## src/rtl/unidade_controle_pkg.sv

```systemverilog
// Shared definitions for the control unit: opcodes and controller state encoding.
package unidade_controle_pkg;

  localparam logic [2:0] OP_CARREGA_A = 3'b000;
  localparam logic [2:0] OP_CARREGA_B = 3'b001;
  localparam logic [2:0] OP_SOMA      = 3'b010;
  localparam logic [2:0] OP_SUB       = 3'b011;
  localparam logic [2:0] OP_PARA      = 3'b100;

  typedef enum logic [1:0] {
    OCIOSO  = 2'b00,
    BUSCA   = 2'b01,
    EXECUTA = 2'b10,
    PARADO  = 2'b11
  } estado_t;

endpackage

```

## src/rtl/unidade_controle_ula.sv

```systemverilog
// Combinational ALU: 5-bit sum, and modulo-16 difference with a borrow flag.
module unidade_controle_ula (
  input  logic [3:0] a,
  input  logic [3:0] b,
  output logic [4:0] soma,
  output logic [3:0] diferenca,
  output logic       emprestimo
);

  always_comb begin
    soma       = {1'b0, a} + {1'b0, b};
    diferenca  = a - b;
    emprestimo = (a < b);
  end

endmodule

```

## src/rtl/unidade_controle.sv

```systemverilog
// Two-cycle fetch/execute controller driving an external registered program memory.
//
// state   | meaning
// OCIOSO  | idle after reset, waiting for iniciar
// BUSCA   | address presented, memory registering the instruction
// EXECUTA | instruction visible on instrucao/valor, decoded at exit edge
// PARADO  | halted after OP_PARA, waiting for iniciar to restart
module unidade_controle
  import unidade_controle_pkg::*;
#(
  parameter logic [3:0] PC_INICIAL = 4'b0000
) (
  input  logic       clock,
  input  logic       reset_n,
  input  logic       iniciar,
  input  logic [2:0] instrucao,
  input  logic [3:0] valor,
  output logic [3:0] posicaoMemoria,
  output logic [3:0] regA,
  output logic [3:0] regB,
  output logic [3:0] resultado,
  output logic       carry,
  output logic       ocupado,
  output logic       concluido
);

  estado_t    estado;
  logic [4:0] soma;
  logic [3:0] diferenca;
  logic       emprestimo;

  unidade_controle_ula u_ula (
    .a          (regA),
    .b          (regB),
    .soma       (soma),
    .diferenca  (diferenca),
    .emprestimo (emprestimo)
  );

  always_ff @(posedge clock) begin
    if (!reset_n) begin
      estado         <= OCIOSO;
      posicaoMemoria <= 4'd0;
      regA           <= 4'd0;
      regB           <= 4'd0;
      resultado      <= 4'd0;
      carry          <= 1'b0;
      ocupado        <= 1'b0;
      concluido      <= 1'b0;
    end else begin
      case (estado)
        OCIOSO, PARADO: begin
          if (iniciar) begin
            estado         <= BUSCA;
            posicaoMemoria <= PC_INICIAL;
            ocupado        <= 1'b1;
            concluido      <= 1'b0;
          end
        end
        BUSCA: estado <= EXECUTA;
        EXECUTA: begin
          if (instrucao == OP_PARA) begin
            estado    <= PARADO;
            ocupado   <= 1'b0;
            concluido <= 1'b1;
          end else begin
            estado         <= BUSCA;
            posicaoMemoria <= posicaoMemoria + 4'd1;
            case (instrucao)
              OP_CARREGA_A: regA <= valor;
              OP_CARREGA_B: regB <= valor;
              OP_SOMA:      {carry, resultado} <= soma;
              OP_SUB: begin
                resultado <= diferenca;
                carry     <= emprestimo;
              end
              default: ;
            endcase
          end
        end
        default: estado <= OCIOSO;
      endcase
    end
  end

endmodule

```

## config.mk

```make
export PLATFORM = sky130hd
export DESIGN_NAME = unidade_controle
export DESIGN_NICKNAME = d
export VERILOG_FILES = /design/src/rtl/unidade_controle_pkg.sv /design/src/rtl/unidade_controle_ula.sv /design/src/rtl/unidade_controle.sv
export SDC_FILE = /design/constraint.sdc
export NUM_CORES = 1
export LEC_CHECK = 0
export CORE_MARGIN = 2
export CORE_UTILIZATION = 30
export CTS_BUF_LIST = sky130_fd_sc_hd__clkbuf_16
export DETAILED_ROUTE_END_ITERATION = 10
export HOLD_SLACK_MARGIN = 0.03
export PLACE_DENSITY = 0.6
export SLEW_MARGIN = 20
export SYNTH_ARGS = -nofsm -noshare
export SYNTH_HDL_FRONTEND = slang
export SYNTH_SLANG_ARGS = --single-unit
```

## constraint.sdc

```tcl
create_clock -name clock -period 3.3 [get_ports clock]
set_input_delay 0.99 -clock clock [delete_from_list [all_inputs] [get_ports clock]]
set_output_delay 0.99 -clock clock [all_outputs]
set_load 0.1 [all_outputs]
```

== Word level (Yosys, flattened, before mapping) ==
Index checks and enable logic that the tools add are counted.
Word-level totals
  flip-flop bits (word level): 21
  bits in latches: 0
  bits in writable memories: 0
  bits in read-only memories: 0
  bits of input ports: 10
  memories kept: 0
Cells by class
  add/subtract/negate cells: 3
  $mul: 0
  div/mod/pow operators: 0
  magnitude comparators: 1
  eq/ne operators: 10
  shift-type cells: 0
  multiplexer cells: 14
  bitwise operators: 1
  reduce and logical (&&, ||, !) cells: 10
Operators by type and width (number)
  4-bit one-hot mux with 2 select lines: 2
  3-bit AND reduction: 5
  4-bit two-way mux: 2
  3-bit by 2-bit equality test with 1-bit output (second input constant): 2
  2-bit inequality test (second input constant): 3
  1-bit one-hot mux with 2 select lines: 3
  2-bit one-hot mux with 3 select lines: 1
  4-bit by 4-bit adder with 5-bit output: 1
  4-bit by 1-bit adder with 4-bit output (second input constant): 1
  2-bit equality test (second input constant): 2
  4-bit < comparator: 1
  1-bit two-way mux: 4
  2-bit two-way mux: 2
  2-bit nonzero test: 2
  4-bit subtractor: 1
  3-bit by 1-bit equality test with 1-bit output (second input constant): 1
  3-bit equality test (second input constant): 1
  3-bit logical NOT: 1
  2-bit by 1-bit equality test with 1-bit output (second input constant): 1
  2-bit logical NOT: 1
  2-bit OR reduction: 1
  1-bit inverter: 1

== Logic depth before layout (Yosys ltp) ==
Gate-level depths: netlist (run 1).
  word-level depth: 4
  gate-level depth with buffers: 7
  depth with buffers taken out: 6

== Cells and area by module ==
From an unflattened synthesis (run 1), not the netlist that was laid out.
Unflattened totals
  cells, all modules: 134
  area total of the unflattened synthesis: 1300.0 um^2
Modules (own cells, without submodules)
  unidade_controle: times used 1, cells an instance 101, area an instance 1016.0 um^2
  unidade_controle_ula: times used 1, cells an instance 33, area an instance 284.0 um^2

== Worst setup path before layout (run 1) ==
No wires, ideal clock.
  path kind: register to register
  start: reg regB[2]
  end: reg resultado[3]
  data arrival time: 2173 ps
  data required time: 3180 ps
  slack: 1007 ps
  stages on the path, launching flop included: 7
  path buffers: 0
  period minus slack after synthesis: 2293 ps
  path through: dfxtp_1 inv_1 ha_1 nor2b_1 a221oi_1 mux2i_1 nor3_2
On the way
  word-level cells in the longest chain between the ends: 2
  elaborated cells on any way between the ends: 3
  classes of those cells: add/sub (2); mux (1)
RTL lines
  from (decl): RTL line unidade_controle.sv:20  | output logic [3:0] regB,
  from (signal assigned): RTL line unidade_controle.sv:71  | OP_CARREGA_B: regB <= valor;
  4-bit subtractor / 4-bit by 4-bit adder with 5-bit output (equally long branches): RTL line unidade_controle_ula.sv:12, unidade_controle_ula.sv:11
  4-bit one-hot mux with 2 select lines (*): RTL line unidade_controle.sv:69  | case (instrucao)
  to (signal assigned): RTL line unidade_controle.sv:72  | OP_SOMA: {carry, resultado} <= soma;
  to (signal assigned): RTL line unidade_controle.sv:74  | resultado <= diferenca;
  to (decl): RTL line unidade_controle.sv:21  | output logic [3:0] resultado,
Every way passes the cells marked *; elsewhere a longest branch is shown, timed or not.
A chain may end at the register's enable or synchronous reset.

== Final worst setup path (run 1) ==
  start: in instrucao[0]
  end: reg posicaoMemoria[0]
On the way
  word-level cells in the longest chain between the ends: 3
RTL lines
  from (decl): RTL line unidade_controle.sv:16  | input logic [2:0] instrucao,
  3-bit equality test: RTL line unidade_controle.sv:62  | if (instrucao == OP_PARA) begin
  2-bit inequality test (no line)
  3-bit AND reduction (no line)
  to (signal assigned): RTL line unidade_controle.sv:68  | posicaoMemoria <= posicaoMemoria + 4'd1;
  to (decl): RTL line unidade_controle.sv:18  | output logic [3:0] posicaoMemoria,
Every way passes these cells.

==> results by group, run 1 <==
Status
  • Outcome: finished clean

Global route
  • Gr usage total: 0.123
  • Remaining global-route overflow: 0
  • Vias in the first global route: between 1,000 and 1,500
  • Initial antenna violation count: 0
  • Global-route wire length before repair: 4910 µm
  • Largest net degree at the start of global routing: 21

Clocking
  • Root Buffer: clkbuf_16
  • Clock latency at the later pin of the worst-skew pair: around 0.25 ns
  • H-Tree Depth: 1
  • CTS tree: built
  • CTS sink count: 21
  • Clk buf depth: 2
  • Setup bufs post-CTS: 0
  • # hold bufs at CTS: 0
  • CTS buffer count: 3
  • Post-cts resize count: 0
  • Clock slew at reported path FFs: 0.06 ns

Detailed routing
  • DRC Markers: 0
  • Drt initial violations: 26
  • Drt first pass iters: 4
  • Routed WL per cell: approximately 13 µm
  • Antenna Nets Post-Route: 0
  • Via count: around 1,000
  • Post-Route WL: 2710 µm
  • Vias/cell: around 4.8

Cells and area
  • P&R area growth vs syn: 26.1%
  • Nets: roughly 190
  • Layout cells sized above 1: 0.184
  • Post-route cell area: roughly 1600 µm²
  • Antenna Cells: 0

Setup path
  • Top delay family on crit path: buffers and inverters
  • Critical path's slowest cell: clkdlybuf4s50_1
  • CP endpoint kind: flop
  • Crit-path max FO: 9
  • CP startpoint kind: input pin
  • Arr. time, crit path: 2.42 ns
  • Cells on worst reg2reg path: 5
  • Worst R2R End: regA[2]
  • Critical-path cell list: clkdlybuf4s50_1, and4bb_4, nor2_1, mux2i_1, nor2b_1
  • Flop2flop setup slack: about 1.6 ns
  • Critical path depth: 5
  • CP Class: input pin to flop
  • Worst r2r src: estado[0]
  • CP max stage delay: about 0.67 ns
  • Req. time, crit path: 3.45 ns
  • CP bufs+invs: 1

Placement
  • Placed Instance Area: 1540 µm²
  • Buffers on Ports: 28
  • DPL Wire Length: 2090 µm
  • RD Place Congestion: between 0.7 and 0.8

STA
  • Clk_skew: 0.00329 ns
  • Fin crit period: ~2.3 ns
  • Final setup vio count: 0
  • Fin crit share: 0.689
  • Worst slew pin tran: between 0.6 and 0.7 ns
  • Fmax: roughly 440 MHz
  • Final Slew Violations: 0
  • Setup total negative slack: 0 ns
  • RSZ-0062 raised after global routing: no
  • Slew HR: 0.598
  • Final hold vios: 0

Hold path
  • Hold depth: 2
  • Hold path endpoint: concluido
  • Hold Path Class: flop to flop
  • Worst Min Path Start: concluido

Synth
  • Seq/Total Area, Yosys: 0.327
  • Asr flop ratio synth: 0
  • Gate Count Post-Synth: between 100 and 150
  • Post-synthesis instance area: 1280 µm²
  • Ys Warns: 0
  • Number of synthesized register bits: 21
  • Synth cell types: 38
  • Largest area contributor in the netlist: dfxtp_1
  • Synth area leaders: dfxtp_1 33%, ha_1 11%, mux2i_1 7.0%, nor2b_1 6.3%, nor2_1 3.8%
  • Syn avg cell area: between 9 and 10 µm²
  • Dominant synthesized flop cell: dfxtp_1
  • Most common cell in the netlist: dfxtp_1
  • Synthesized Nets: 160
  • Top post-synthesis cells by count: 21 x dfxtp_1, 13 x nor2_1, 13 x nor2b_1
  • Top cell type's share of synthesized area: 0.327
  • Post-synth EDFFs: 0

Floorplan
  • Initial Util: 0.316
  • Die area: around 4800 µm²
  • DIE HEIGHT: around 70 µm
  • Standard-cell row count: 23
  • Core Footprint: just over 4000 µm²
  • Io pins: 29
  • Die X: around 69 µm

Pwr
  • LEAKAGE: 0.000682 µW
  • Pwr/cell area: 391 nW/µm²
  • Peak supply drop: about 0.24 mV

Job
  • Max cap viols: 0
-- tightest hold or removal path, cell delays in order (launching register included) --
cell and delay, ns:
dfxtp_1 0.31, o21ai_0 0.06, a21boi_0 0.07
-- cell usage in the layout (no fill, tap or decap), drive strengths merged, types with 2 or more instances in the layout --
cell	instances
dfxtp	21
buf	19
nor2	13
nor2b	13
ha	11
inv	10
a21oi	9
mux2i	9
clkdlybuf4s50	9
o21ai	7
nand3	3
nand2	3
nand4	3
xnor2	3
clkbuf	3
nand2b	2
a31oi	2
nand4b	2
nor3	2
o211a	2
fa	2
and2	2
a21boi	2
and4bb	2
a221oi	2
-- state kept, by name, summed over array words and instances, names as in the netlist --
signal,count
estado,2
carry,1
ocupado,1
concluido,1
posicaoMemoria,4
regA,4
regB,4
resultado,4
-- power by group --
part / total (µW) / leakage [µW] / switching (µW) / internal [µW]
registers: 266 / 0.000170 / 5.19 / 261
logic: 111 / 0.000470 / 71.1 / 39.9
clock network: 255 / 0.0000423 / 93.8 / 162
total: 632 / 0.000682 / 170 / 462
-- area by class of cell --
class,instances,area [µm²]
clock inverter,1,3.75
timing repair buffer,28,233
fill,403,2440
inverter,9,33.8
multi-input combinational,101,791
tap,50,62.6
sequential,21,420
clock buffer,3,75.1
-- stage by stage --
| step | power [µW] | hold WS, ns | instances | worst slack [ns] | util |
|---|---|---|---|---|---|
| 5_1_grt | 666 | 0.527 | 213 | 0.884 | 0.399 |
| 3_5_place_dp | 383 | 0.490 | 209 | 0.760 | 0.380 |
| 2_1_floorplan | 354 | 0.499 | 137 | 1.01 | - |
| 4_1_cts | 639 | 0.499 | 213 | 1.02 | 0.399 |
| 3_3_place_gp | 380 | 0.479 | 209 | 0.817 | 0.380 |
| 6_report | 632 | 0.497 | 213 | 1.02 | 0.399 |
-- routing by layer --
layer / GRT usage / vias up / share of wire
met1: 0.173 / 470 / 0.50
met5: 0 / - / 0
met2: 0.191 / 25 / 0.45
met3: 0.0174 / 5 / 0.036
li1: - / 527 / -
met4: 0.0458 / 0 / 0.017
-- logic make-up (layout without fill, tap and decap cells) --
family | count (synthesis) | count (layout) | share of synthesized area
buf+inv | 15 | 41 | 0.0565
flops | 21 | 21 | 0.327
fa+ha+maj | 13 | 13 | 0.138
simple gates | 49 | 49 | 0.251
xor+xnor | 3 | 3 | 0.0205
compound gates | 27 | 27 | 0.135
mux | 9 | 9 | 0.0702
-- worst max-delay path by stage --
stage / slack, ns / from / to
6_report: 1.02 / instrucao[0] / posicaoMemoria[0]
2_1_floorplan: 1.01 / regB[2] / resultado[3]
5_1_grt: 0.88 / instrucao[0] / regB[1]
4_1_cts: 1.02 / instrucao[0] / posicaoMemoria[0]
3_3_place_gp: 0.82 / instrucao[0] / posicaoMemoria[0]
3_5_place_dp: 0.76 / instrucao[0] / posicaoMemoria[0]
Power figures use the tool's default switching activity.
==> run 2: changes to the inputs <==
==> constraint.sdc (replaced) <==
create_clock -name clock -period 2.2 [get_ports clock]
set_input_delay 0.66 -clock clock [delete_from_list [all_inputs] [get_ports clock]]
set_output_delay 0.66 -clock clock [all_outputs]
set_load 0.1 [all_outputs]
==> results by group, run 2 (synthesis results as in run 1) <==
Status
  • Outcome: finished clean

Pwr
  • Comb pwr share: 0.180
  • Peak supply drop: between 0.2 and 0.25 mV
  • Clock share of power: 0.403
  • Int Power: between 600 and 700 µW
  • Pwr/cell area: around 560 nW/µm²
  • Sw frac: 0.272
  • Reg power frac: 0.417
  • Final Power: about 960 µW
  • P_sw: between 200 and 300 µW
  • LEAKAGE: roughly 0.0007 µW

Floorplan
  • Initial Util: 0.316
  • DIE HEIGHT: approximately 70 µm
  • Die X: approximately 69 µm
  • Standard-cell row count: 23
  • Core Footprint: ~4100 µm²
  • Die area: approximately 4800 µm²
  • Io pins: 29

STA
  • RSZ-0062 raised after global routing: no
  • Clk_skew: approximately 0.0013 ns
  • Setup total negative slack: 0 ns
  • Worst slew pin tran: ~0.49 ns
  • Fmax: 526 MHz
  • Fin crit share: 0.863
  • Final Slew Violations: 0
  • Fin crit period: 1.90 ns
  • Slew HR: 0.676
  • Final setup vio count: 0
  • Final hold vios: 0

Cells and area
  • Commonest non-fill, non-tap cell in the layout: dfxtp_1
  • Commonest cells after routing, fill and taps aside: 18 x dfxtp_1, 17 x buf_4, 13 x nor2_1, 13 x nor2b_1, 11 x ha_1
  • Layout fillers: 399
  • Non-Filler Instances: ~220
  • Nets: roughly 190
  • P&R area growth vs syn: 34.6%
  • Finished Core Util: 0.426
  • Layout cells sized above 1: 0.222
  • Antenna Cells: 0

Setup path
  • CP endpoint kind: flop
  • Arr. time, crit path: between 2 and 2.5 ns
  • CP startpoint kind: input pin
  • Req. time, crit path: 2.35 ns
  • Crit-path max FO: 8
  • CP Class: input pin to flop

Global route
  • Global-route wire length before repair: between 4000 and 5000 µm
  • Met1 Track Usage GR: 0.160
  • Largest net degree at the start of global routing: 21
  • Vias in the first global route: roughly 1,100
  • Initial antenna violation count: 0
  • Gr usage total: 0.126
  • Remaining global-route overflow: 0
  • Met3 usage: 0.0203
  • Met2 Resource Use GR: 0.206
  • GRT busiest layer: met2

Placement
  • Cell count after placement: 213
  • DPL Wire Length: about 2100 µm
  • Buffers on Ports: 28
  • RD Place Congestion: 0.759

Clocking
  • Clock slew at reported path FFs: roughly 0.06 ns
  • Root Buffer: clkbuf_16
  • Clk buf depth: 2
  • CTS buffer count: 3
  • H-Tree Depth: 1
  • CTS sink count: 21
  • # hold bufs at CTS: 0
  • CTS tree: built
  • Clock latency at the later pin of the worst-skew pair: between 0.2 and 0.3 ns
  • Setup bufs post-CTS: 0
  • Post-cts resize count: 0

Detailed routing
  • Vias/cell: about 4.8
  • Post-Route WL: around 2800 µm
  • DRC Markers: 0
  • Routed WL per cell: between 10 and 15 µm
  • Drt initial violations: 19
  • Antenna Nets Post-Route: 0
  • Drt first pass iters: 4
  • Via count: ~1,000

Hold path
  • Hold Path Class: flop to flop

Job
  • Max cap viols: 0
==> run 2: final cells by class <==
| cell class | count | area, µm² | share of cell area |
|---|---|---|---|
| multi-input combinational | 101 | 791 | 0.458 |
| sequential | 21 | 424 | 0.245 |
| timing repair buffer | 32 | 338 | 0.196 |
| clock buffer | 3 | 75.1 | 0.0434 |
| tap | 50 | 62.6 | 0.0362 |
| inverter | 9 | 33.8 | 0.0196 |
| clock inverter | 1 | 3.75 | 0.00217 |
==> run 2: final timing paths <==
path / to / start / cells after the start / slack [ns]
hold / removal: concluido / concluido / 2 / 0.51
hold reg to reg: concluido / concluido / 2 / 0.51
setup / recovery: posicaoMemoria[0] / instrucao[0] / 5 / 0.30
setup reg to reg: regA[3] / estado[0] / 6 / 0.51
==> run 2: through the flow <==
step / setup slack (ns) / instance area, µm² / hold WS (ns)
2_1_floorplan: 0.00850 / 1290 / 0.499
3_3_place_gp: 0.0718 / 1650 / 0.471
3_5_place_dp: 0.0213 / 1650 / 0.499
4_1_cts: 0.291 / 1730 / 0.517
5_1_grt: 0.205 / 1730 / 0.533
6_report: 0.301 / 1730 / 0.511
==> run 2: routing by layer <==
layer / wire [µm] / share of wire
met1: 1280 / 0.46
met2: 1310 / 0.47
met3: 128 / 0.046
met4: 69 / 0.025
met5: 0 / 0
==> run 2: power groups by stage <==
| stage | sequential (µW) | clock, µW | combinational (µW) |
|---|---|---|---|
| 2_1_floorplan | 451 | 0 | 80.0 |
| 3_3_place_gp | 408 | 0 | 170 |
| 3_5_place_dp | 409 | 0 | 172 |
| 4_1_cts | 401 | 395 | 172 |
| 5_1_grt | 402 | 414 | 186 |
| 6_report | 401 | 387 | 173 |
==> run 2: critical path, stage by stage <==
cell and delay, ns:
clkdlybuf4s50_1 0.64, and4bb_4 0.31, nor2_1 0.18, mux2i_1 0.20, nor2b_1 0.06
